[config.mk]
export PLATFORM = sky130hd
export DESIGN_NAME = fb_arbiter
export DESIGN_NICKNAME = d
export VERILOG_FILES = /design/src/rtl/fb_pkg.sv /design/src/rtl/fb_fill_seq.sv /design/src/rtl/fb_arbiter.sv
export SDC_FILE = /design/constraint.sdc
export NUM_CORES = 1
export LEC_CHECK = 0
export CAP_MARGIN = 20
export CELL_PAD_IN_SITES_DETAIL_PLACEMENT = 1
export CELL_PAD_IN_SITES_GLOBAL_PLACEMENT = 1
export CORE_MARGIN = 5
export CORE_UTILIZATION = 31
export CTS_CLUSTER_SIZE = 10
export DETAILED_ROUTE_END_ITERATION = 8
export PLACE_DENSITY = 0.68
export SLEW_MARGIN = 20
export SYNTH_ARGS = -nofsm -noshare
export SYNTH_HDL_FRONTEND = slang
export SYNTH_SLANG_ARGS = --single-unit
[constraint.sdc]
create_clock -name clk -period 3.6 [get_ports clk]
set_clock_uncertainty 0.05 [all_clocks]
set_input_delay 0.72 -clock clk [delete_from_list [all_inputs] [get_ports clk]]
set_output_delay 0.72 -clock clk [all_outputs]
set_load 0.01 [all_outputs]
[src/rtl/fb_pkg.sv]
// fb_pkg: shared framebuffer geometry, bus widths and fill-sequencer state encoding.
// Imported by fb_fill_seq and fb_arbiter.
package fb_pkg;

  localparam int unsigned FB_W     = 160;
  localparam int unsigned FB_H     = 120;
  localparam int unsigned FB_DEPTH = FB_W * FB_H;
  localparam int unsigned ADDR_W   = 15;
  localparam int unsigned PIX_W    = 8;

  typedef enum logic [1:0] {
    ST_IDLE = 2'd0,
    ST_FILL = 2'd1,
    ST_DONE = 2'd2
  } fill_state_t;

endpackage

[src/rtl/fb_fill_seq.sv]
// fb_fill_seq: whole-buffer fill sequencer. It walks the addresses 0..FB_DEPTH-1
// and advances one address per granted slot.
//   clk, rst  : clock, asynchronous active-high reset
//   start     : pulse that begins a fill (accepted only in IDLE)
//   color     : fill value, latched when start is accepted
//   grant     : the arbiter consumed the current req/addr/data this cycle
//   req       : a fill write is wanted this cycle
//   addr      : address of the pending fill write
//   data      : value of the pending fill write
//   busy      : high while the fill is in progress
//   done      : one-cycle pulse after the last fill write is granted
module fb_fill_seq
  import fb_pkg::*;
#(
  parameter int unsigned FB_DEPTH = fb_pkg::FB_DEPTH,
  parameter int unsigned ADDR_W   = fb_pkg::ADDR_W,
  parameter int unsigned PIX_W    = fb_pkg::PIX_W
) (
  input  logic              clk,
  input  logic              rst,
  input  logic              start,
  input  logic [PIX_W-1:0]  color,
  input  logic              grant,
  output logic              req,
  output logic [ADDR_W-1:0] addr,
  output logic [PIX_W-1:0]  data,
  output logic              busy,
  output logic              done
);

  localparam logic [ADDR_W-1:0] LAST_ADDR = ADDR_W'(FB_DEPTH - 1);

  fill_state_t       state;
  logic [ADDR_W-1:0] cnt;
  logic [PIX_W-1:0]  color_q;

  assign req  = (state == ST_FILL);
  assign addr = cnt;
  assign data = color_q;

  always_ff @(posedge clk or posedge rst) begin
    if (rst) begin
      state   <= ST_IDLE;
      cnt     <= '0;
      color_q <= '0;
      busy    <= 1'b0;
      done    <= 1'b0;
    end else begin
      done <= 1'b0;
      unique case (state)
        ST_IDLE: begin
          if (start) begin
            state   <= ST_FILL;
            cnt     <= '0;
            color_q <= color;
            busy    <= 1'b1;
          end
        end
        ST_FILL: begin
          if (grant) begin
            if (cnt == LAST_ADDR) begin
              state <= ST_DONE;
              cnt   <= '0;
              busy  <= 1'b0;
              done  <= 1'b1;
            end else begin
              cnt <= cnt + 1'b1;
            end
          end
        end
        ST_DONE: begin
          state <= ST_IDLE;
        end
        default: begin
          state <= ST_IDLE;
          busy  <= 1'b0;
        end
      endcase
    end
  end

endmodule

[src/rtl/fb_arbiter.sv]
// fb_arbiter: single-port framebuffer memory arbiter. There are three requesters,
// in fixed priority display > writer > fill. The arbitration decision made in
// cycle N drives the registered mem_* bus in cycle N+1.
//   clk, rst               : clock, asynchronous active-high reset
//   disp_req/disp_addr     : display read request (never stalled)
//   disp_rdata/disp_rvalid : read result, two cycles after the request
//   wr_req/wr_addr/wr_data : writer request, held until wr_ack
//   wr_ack/wr_err          : accept pulse; wr_err flags an out-of-range write that was dropped
//   fill_start/fill_color  : begin a whole-buffer fill with fill_color
//   fill_busy/fill_done    : fill in progress / completion pulse
//   mem_addr/mem_we/mem_wdata/mem_rdata : memory port (rdata follows mem_addr)
module fb_arbiter
  import fb_pkg::*;
#(
  parameter int unsigned FB_DEPTH = fb_pkg::FB_DEPTH,
  parameter int unsigned ADDR_W   = fb_pkg::ADDR_W,
  parameter int unsigned PIX_W    = fb_pkg::PIX_W
) (
  input  logic              clk,
  input  logic              rst,
  input  logic              disp_req,
  input  logic [ADDR_W-1:0] disp_addr,
  output logic [PIX_W-1:0]  disp_rdata,
  output logic              disp_rvalid,
  input  logic              wr_req,
  input  logic [ADDR_W-1:0] wr_addr,
  input  logic [PIX_W-1:0]  wr_data,
  output logic              wr_ack,
  output logic              wr_err,
  input  logic              fill_start,
  input  logic [PIX_W-1:0]  fill_color,
  output logic              fill_busy,
  output logic              fill_done,
  output logic [ADDR_W-1:0] mem_addr,
  output logic              mem_we,
  output logic [PIX_W-1:0]  mem_wdata,
  input  logic [PIX_W-1:0]  mem_rdata
);

  // The range compare uses one extra bit so that FB_DEPTH == 2**ADDR_W would still work.
  localparam logic [ADDR_W:0] DEPTH_X = (ADDR_W + 1)'(FB_DEPTH);

  logic              disp_ok;
  logic              wr_ok;
  logic              wr_grant;
  logic              fill_grant;
  logic              fill_req;
  logic [ADDR_W-1:0] fill_addr;
  logic [PIX_W-1:0]  fill_data;
  logic              rd_valid;
  logic              rd_ok;

  assign disp_ok    = ({1'b0, disp_addr} < DEPTH_X);
  assign wr_ok      = ({1'b0, wr_addr} < DEPTH_X);
  // While wr_ack is high, a held request is masked so that it is not written twice.
  assign wr_grant   = wr_req & ~disp_req & ~wr_ack;
  // An out-of-range display request still owns its slot, so the fill waits for it.
  assign fill_grant = fill_req & ~disp_req & ~wr_grant;

  fb_fill_seq #(
    .FB_DEPTH (FB_DEPTH),
    .ADDR_W   (ADDR_W),
    .PIX_W    (PIX_W)
  ) u_fill (
    .clk   (clk),
    .rst   (rst),
    .start (fill_start),
    .color (fill_color),
    .grant (fill_grant),
    .req   (fill_req),
    .addr  (fill_addr),
    .data  (fill_data),
    .busy  (fill_busy),
    .done  (fill_done)
  );

  always_ff @(posedge clk or posedge rst) begin
    if (rst) begin
      mem_addr    <= '0;
      mem_we      <= 1'b0;
      mem_wdata   <= '0;
      wr_ack      <= 1'b0;
      wr_err      <= 1'b0;
      rd_valid    <= 1'b0;
      rd_ok       <= 1'b0;
      disp_rvalid <= 1'b0;
      disp_rdata  <= '0;
    end else begin
      // Read pipeline: stage 1 carries the address phase, stage 2 captures the data.
      rd_valid    <= disp_req;
      rd_ok       <= disp_ok;
      disp_rvalid <= rd_valid;
      disp_rdata  <= (rd_valid && rd_ok) ? mem_rdata : '0;

      wr_ack <= 1'b0;
      wr_err <= 1'b0;
      mem_we <= 1'b0;
      if (disp_req) begin
        if (disp_ok) begin
          mem_addr <= disp_addr;
        end
      end else if (wr_grant) begin
        wr_ack <= 1'b1;
        if (wr_ok) begin
          mem_we    <= 1'b1;
          mem_addr  <= wr_addr;
          mem_wdata <= wr_data;
        end else begin
          wr_err <= 1'b1;
        end
      end else if (fill_grant) begin
        mem_we    <= 1'b1;
        mem_addr  <= fill_addr;
        mem_wdata <= fill_data;
      end
    end
  end

endmodule

==> flow_summary.json <==
{
  "vias_per_cell": 4.878,
  "fin_nets": 446,
  "core_um2": 9819,
  "cts-root-buf": "clkbuf_8",
  "critPathKind": "primary input to flip-flop",
  "ys.flop_type": "dfrtp_1",
  "path_depth": 5,
  "ant_nets": 0,
  "finish.instance_area_um2": 4388,
  "pwr-share-clk": 0.281,
  "cp_data_required_time_ns": 3.78,
  "postCtsSetupBuffers": 0,
  "drv_slew": 0,
  "tritoncts": "done",
  "p_comb_frac": 0.234,
  "wl_met1_um": 4251,
  "internal-power_mw": 1.316,
  "overflow": 0,
  "p_per_area_nw_per_um2": 428.4,
  "maxCapViolCount": 0,
  "gp_congestion": 0.8354,
  "period_minus_slack_ns": 2.588,
  "setup_tns_ns": 0,
  "vias": 2551,
  "dr.first_iter.drc_count": 125,
  "cp_slowest_cell": "clkdlybuf4s50_1",
  "first_global_vias": 2832,
  "p_switching_mw": 0.5642,
  "cts_hold_buffers": 0,
  "cts_sinks": 64,
  "dpl.hpwl_um": 6795,
  "startpoint": "disp_req",
  "synthesis.area_um2": 3143,
  "grt_max_degree": 65,
  "yosys-top-cells-area": "dfrtp_1 (51%), mux2i_1 (6.7%), mux2_4 (4.8%)",
  "grt_first_pass_wirelength_um": 14860,
  "n_antenna_cell": 0,
  "setup_viol": 0,
  "grt_util_all_layers": 0.1483,
  "wirelength_um": 8903,
  "slew_headroom": 0.4452,
  "arrival_ns": 2.77,
  "clk-insertion-delay-late_ns": 0.34,
  "antenna_found_initial": 0,
  "critPathTopFamily": "simple AND/OR/NAND/NOR gates",
  "synth_async_sr_flop_share": 1.000,
  "yosysSeqAreaShare": 0.5096,
  "cts_buffers": 9,
  "start_util": 0.3201,
  "htreeDepth": 3,
  "met3_length_um": 330,
  "fmax_mhz": 386.3,
  "synth_cell_types": 48,
  "crit_buf_inv": 1,
  "swShare": 0.3001,
  "drc": 0,
  "fin_cells": 523,
  "r2r_cells": 5,
  "peakVddDrop_uv": 178.6,
  "synth_edf_count": 0,
  "p_leak_nw": 1.880,
  "synth_top_area_share": 0.5096,
  "grt_setup_unrepaired": "no",
  "syn_nets": 349,
  "synth.avg_cell_area_um2": 10.88,
  "cts_resized": 0,
  "dr_wl_met2_um": 4181,
  "die_h_um": 110.7,
  "reg2reg_slack_ns": 1.45,
  "place_area_um2": 4227,
  "r2r-start": "wr_ack$_DFF_PP0_",
  "io_pins": 96,
  "tightestPinTransition_ns": 0.8323,
  "synth_seq_cells": 64,
  "fp.dieW_um": 110.7,
  "yosys_warnings": 0,
  "hold_path_class": "flip-flop to flip-flop",
  "cp-end-kind": "flip-flop",
  "routedWlPerCell_um": 17.02,
  "port_buffers": 95,
  "path_max_fanout": 14,
  "pwr-share-seq": 0.485,
  "place_inst": 508,
  "timing.rr.end": "mem_addr[2]$_DFFE_PP0P_",
  "synth_area_leader_cell": "dfrtp_1",
  "syn_inst": 289,
  "rows": 36,
  "drive_above_1_share": 0.1333,
  "crit_path_start_kind": "primary input",
  "status": "complete, no violations",
  "die_area_um2": 12250,
  "dr.max_layer_used": "met4",
  "area_growth_pct": 39.61,
  "clock_path_buffers": 2,
  "crit_path_end": "mem_addr[2]$_DFFE_PP0P_",
  "firstDrtPassIters": 4,
  "hold_viol_final": 0,
  "period_share": 0.7190,
  "path_clk_slew_ns": 0.07,
  "cp_cell_sequence": "clkdlybuf4s50_1 > nor2_4 > nand3_1 > nand2_2 > mux2_2",
  "cpPeakStageDelay_ns": 0.62
}
power by group through the flow:
stage | logic (mW) | clock network [mW] | registers [mW]
6_report | 0.440 | 0.528 | 0.911
5_1_grt | 0.484 | 0.579 | 0.928
4_1_cts | 0.449 | 0.538 | 0.911
3_5_place_dp | 0.447 | 0 | 0.925
3_3_place_gp | 0.435 | 0 | 0.920
2_1_floorplan | 0.212 | 0 | 0.914
worst min path at each step:
stage | start | to | slack, ns | cells after the start
2_1_floorplan | rd_valid$_DFF_PP0_ | disp_rvalid$_DFF_PP0_ | 0.38 | 0
3_3_place_gp | mem_wdata[1]$_DFFE_PP0P_ | mem_wdata[1]$_DFFE_PP0P_ | 0.41 | 2
3_5_place_dp | mem_wdata[7]$_DFFE_PP0P_ | mem_wdata[7]$_DFFE_PP0P_ | 0.42 | 2
4_1_cts | mem_wdata[7]$_DFFE_PP0P_ | mem_wdata[7]$_DFFE_PP0P_ | 0.44 | 2
5_1_grt | u_fill.busy$_DFFE_PP0P_ | u_fill.busy$_DFFE_PP0P_ | 0.48 | 1
6_report | mem_wdata[7]$_DFFE_PP0P_ | mem_wdata[7]$_DFFE_PP0P_ | 0.44 | 2
routing by layer:
layer / up-vias / global-route usage
met5: - / 0
met4: 0 / 0.05172
met3: 11 / 0.02729
met2: 57 / 0.2375
met1: 1257 / 0.2012
li1: 1226 / -
cell type report:
cell class,count,area [um^2]
Clock buffer,9,123.9
Clock inverter,6,37.54
Fill cell,1124,5431
Inverter,4,15.01
Multi-Input combinational cell,209,1470
Sequential cell,64,1602
Tap cell,133,166.4
Timing Repair Buffer,98,973.4
worst reg2reg max path, stage by stage (launching register included):
cell	delay, ns
dfrtp_1	0.40
nand2b_1	0.23
nor2_4	0.35
nand3_1	0.21
nand2_2	0.39
mux2_2	0.40
sequential cells by signal (all words and copies together), names as in the netlist, 2 cells and up:
signal and count:
mem_addr 15, mem_wdata 8, disp_rdata 8, u_fill.state 2, u_fill.addr 15, u_fill.data 8
cells in the mapped netlist, types with 2 or more instances:
library cell	count
a21o_1	4
nor4_1	4
a31oi_1	3
or3_1	2
nand2b_1	7
mux2i_1	21
inv_1	4
clkbuf_1	6
buf_2	4
and3_1	10
nor3b_1	2
o21ai_1	4
nand3_1	8
a21oi_1	4
dfrtp_1	64
mux2_4	10
nand4_1	3
xnor2_1	5
mux2_2	12
o21ai_0	26
nor2_1	20
nor3_1	4
xor2_1	2
a211o_1	2
nand3b_1	3
nand2_1	32
nor2_4	2
layout by cell type (no fill, tap or decap), drive strengths merged, types with 3 or more instances in the layout:
| cell type | synthesis | final |
|---|---|---|
| a21o | 4 | 4 |
| mux2i | 21 | 21 |
| a21oi | 4 | 4 |
| nand2b | 7 | 7 |
| a31oi | 3 | 3 |
| nand3b | 3 | 3 |
| clkbuf | 7 | 9 |
| nor2 | 22 | 22 |
| nand4 | 3 | 3 |
| clkdlybuf4s50 | 0 | 95 |
| o21ai | 30 | 30 |
| and3 | 10 | 10 |
| clkinv | 0 | 6 |
| nand2 | 33 | 33 |
| nand3 | 9 | 9 |
| nor4 | 5 | 5 |
| xnor2 | 5 | 5 |
| dfrtp | 64 | 64 |
| nor3 | 5 | 5 |
| mux2 | 22 | 22 |
| buf | 5 | 3 |
| inv | 4 | 4 |
through the flow:
step / power (mW) / worst slack, ns / hold WS, ns / utilization
5_1_grt: 1.992 / 0.9116 / 0.4757 / 0.4469
4_1_cts: 1.898 / 1.026 / 0.4394 / 0.4469
2_1_floorplan: 1.126 / 1.232 / 0.3847 / -
3_3_place_gp: 1.355 / 0.7383 / 0.4127 / 0.4304
6_report: 1.880 / 1.012 / 0.4373 / 0.4469
3_5_place_dp: 1.372 / 0.6659 / 0.4241 / 0.4304
kinds of logic (layout without fill, tap and decap cells):
family | count (synthesis) | count (layout) | synth area share
xor+xnor | 7 | 7 | 0.01951
flops | 64 | 64 | 0.5096
mux | 43 | 43 | 0.1576
simple gates | 108 | 108 | 0.1899
fa+ha+maj | 1 | 1 | 0.003980
buf+inv | 16 | 117 | 0.02348
compound gates | 50 | 50 | 0.09595
(Power assumes the default switching activity.)
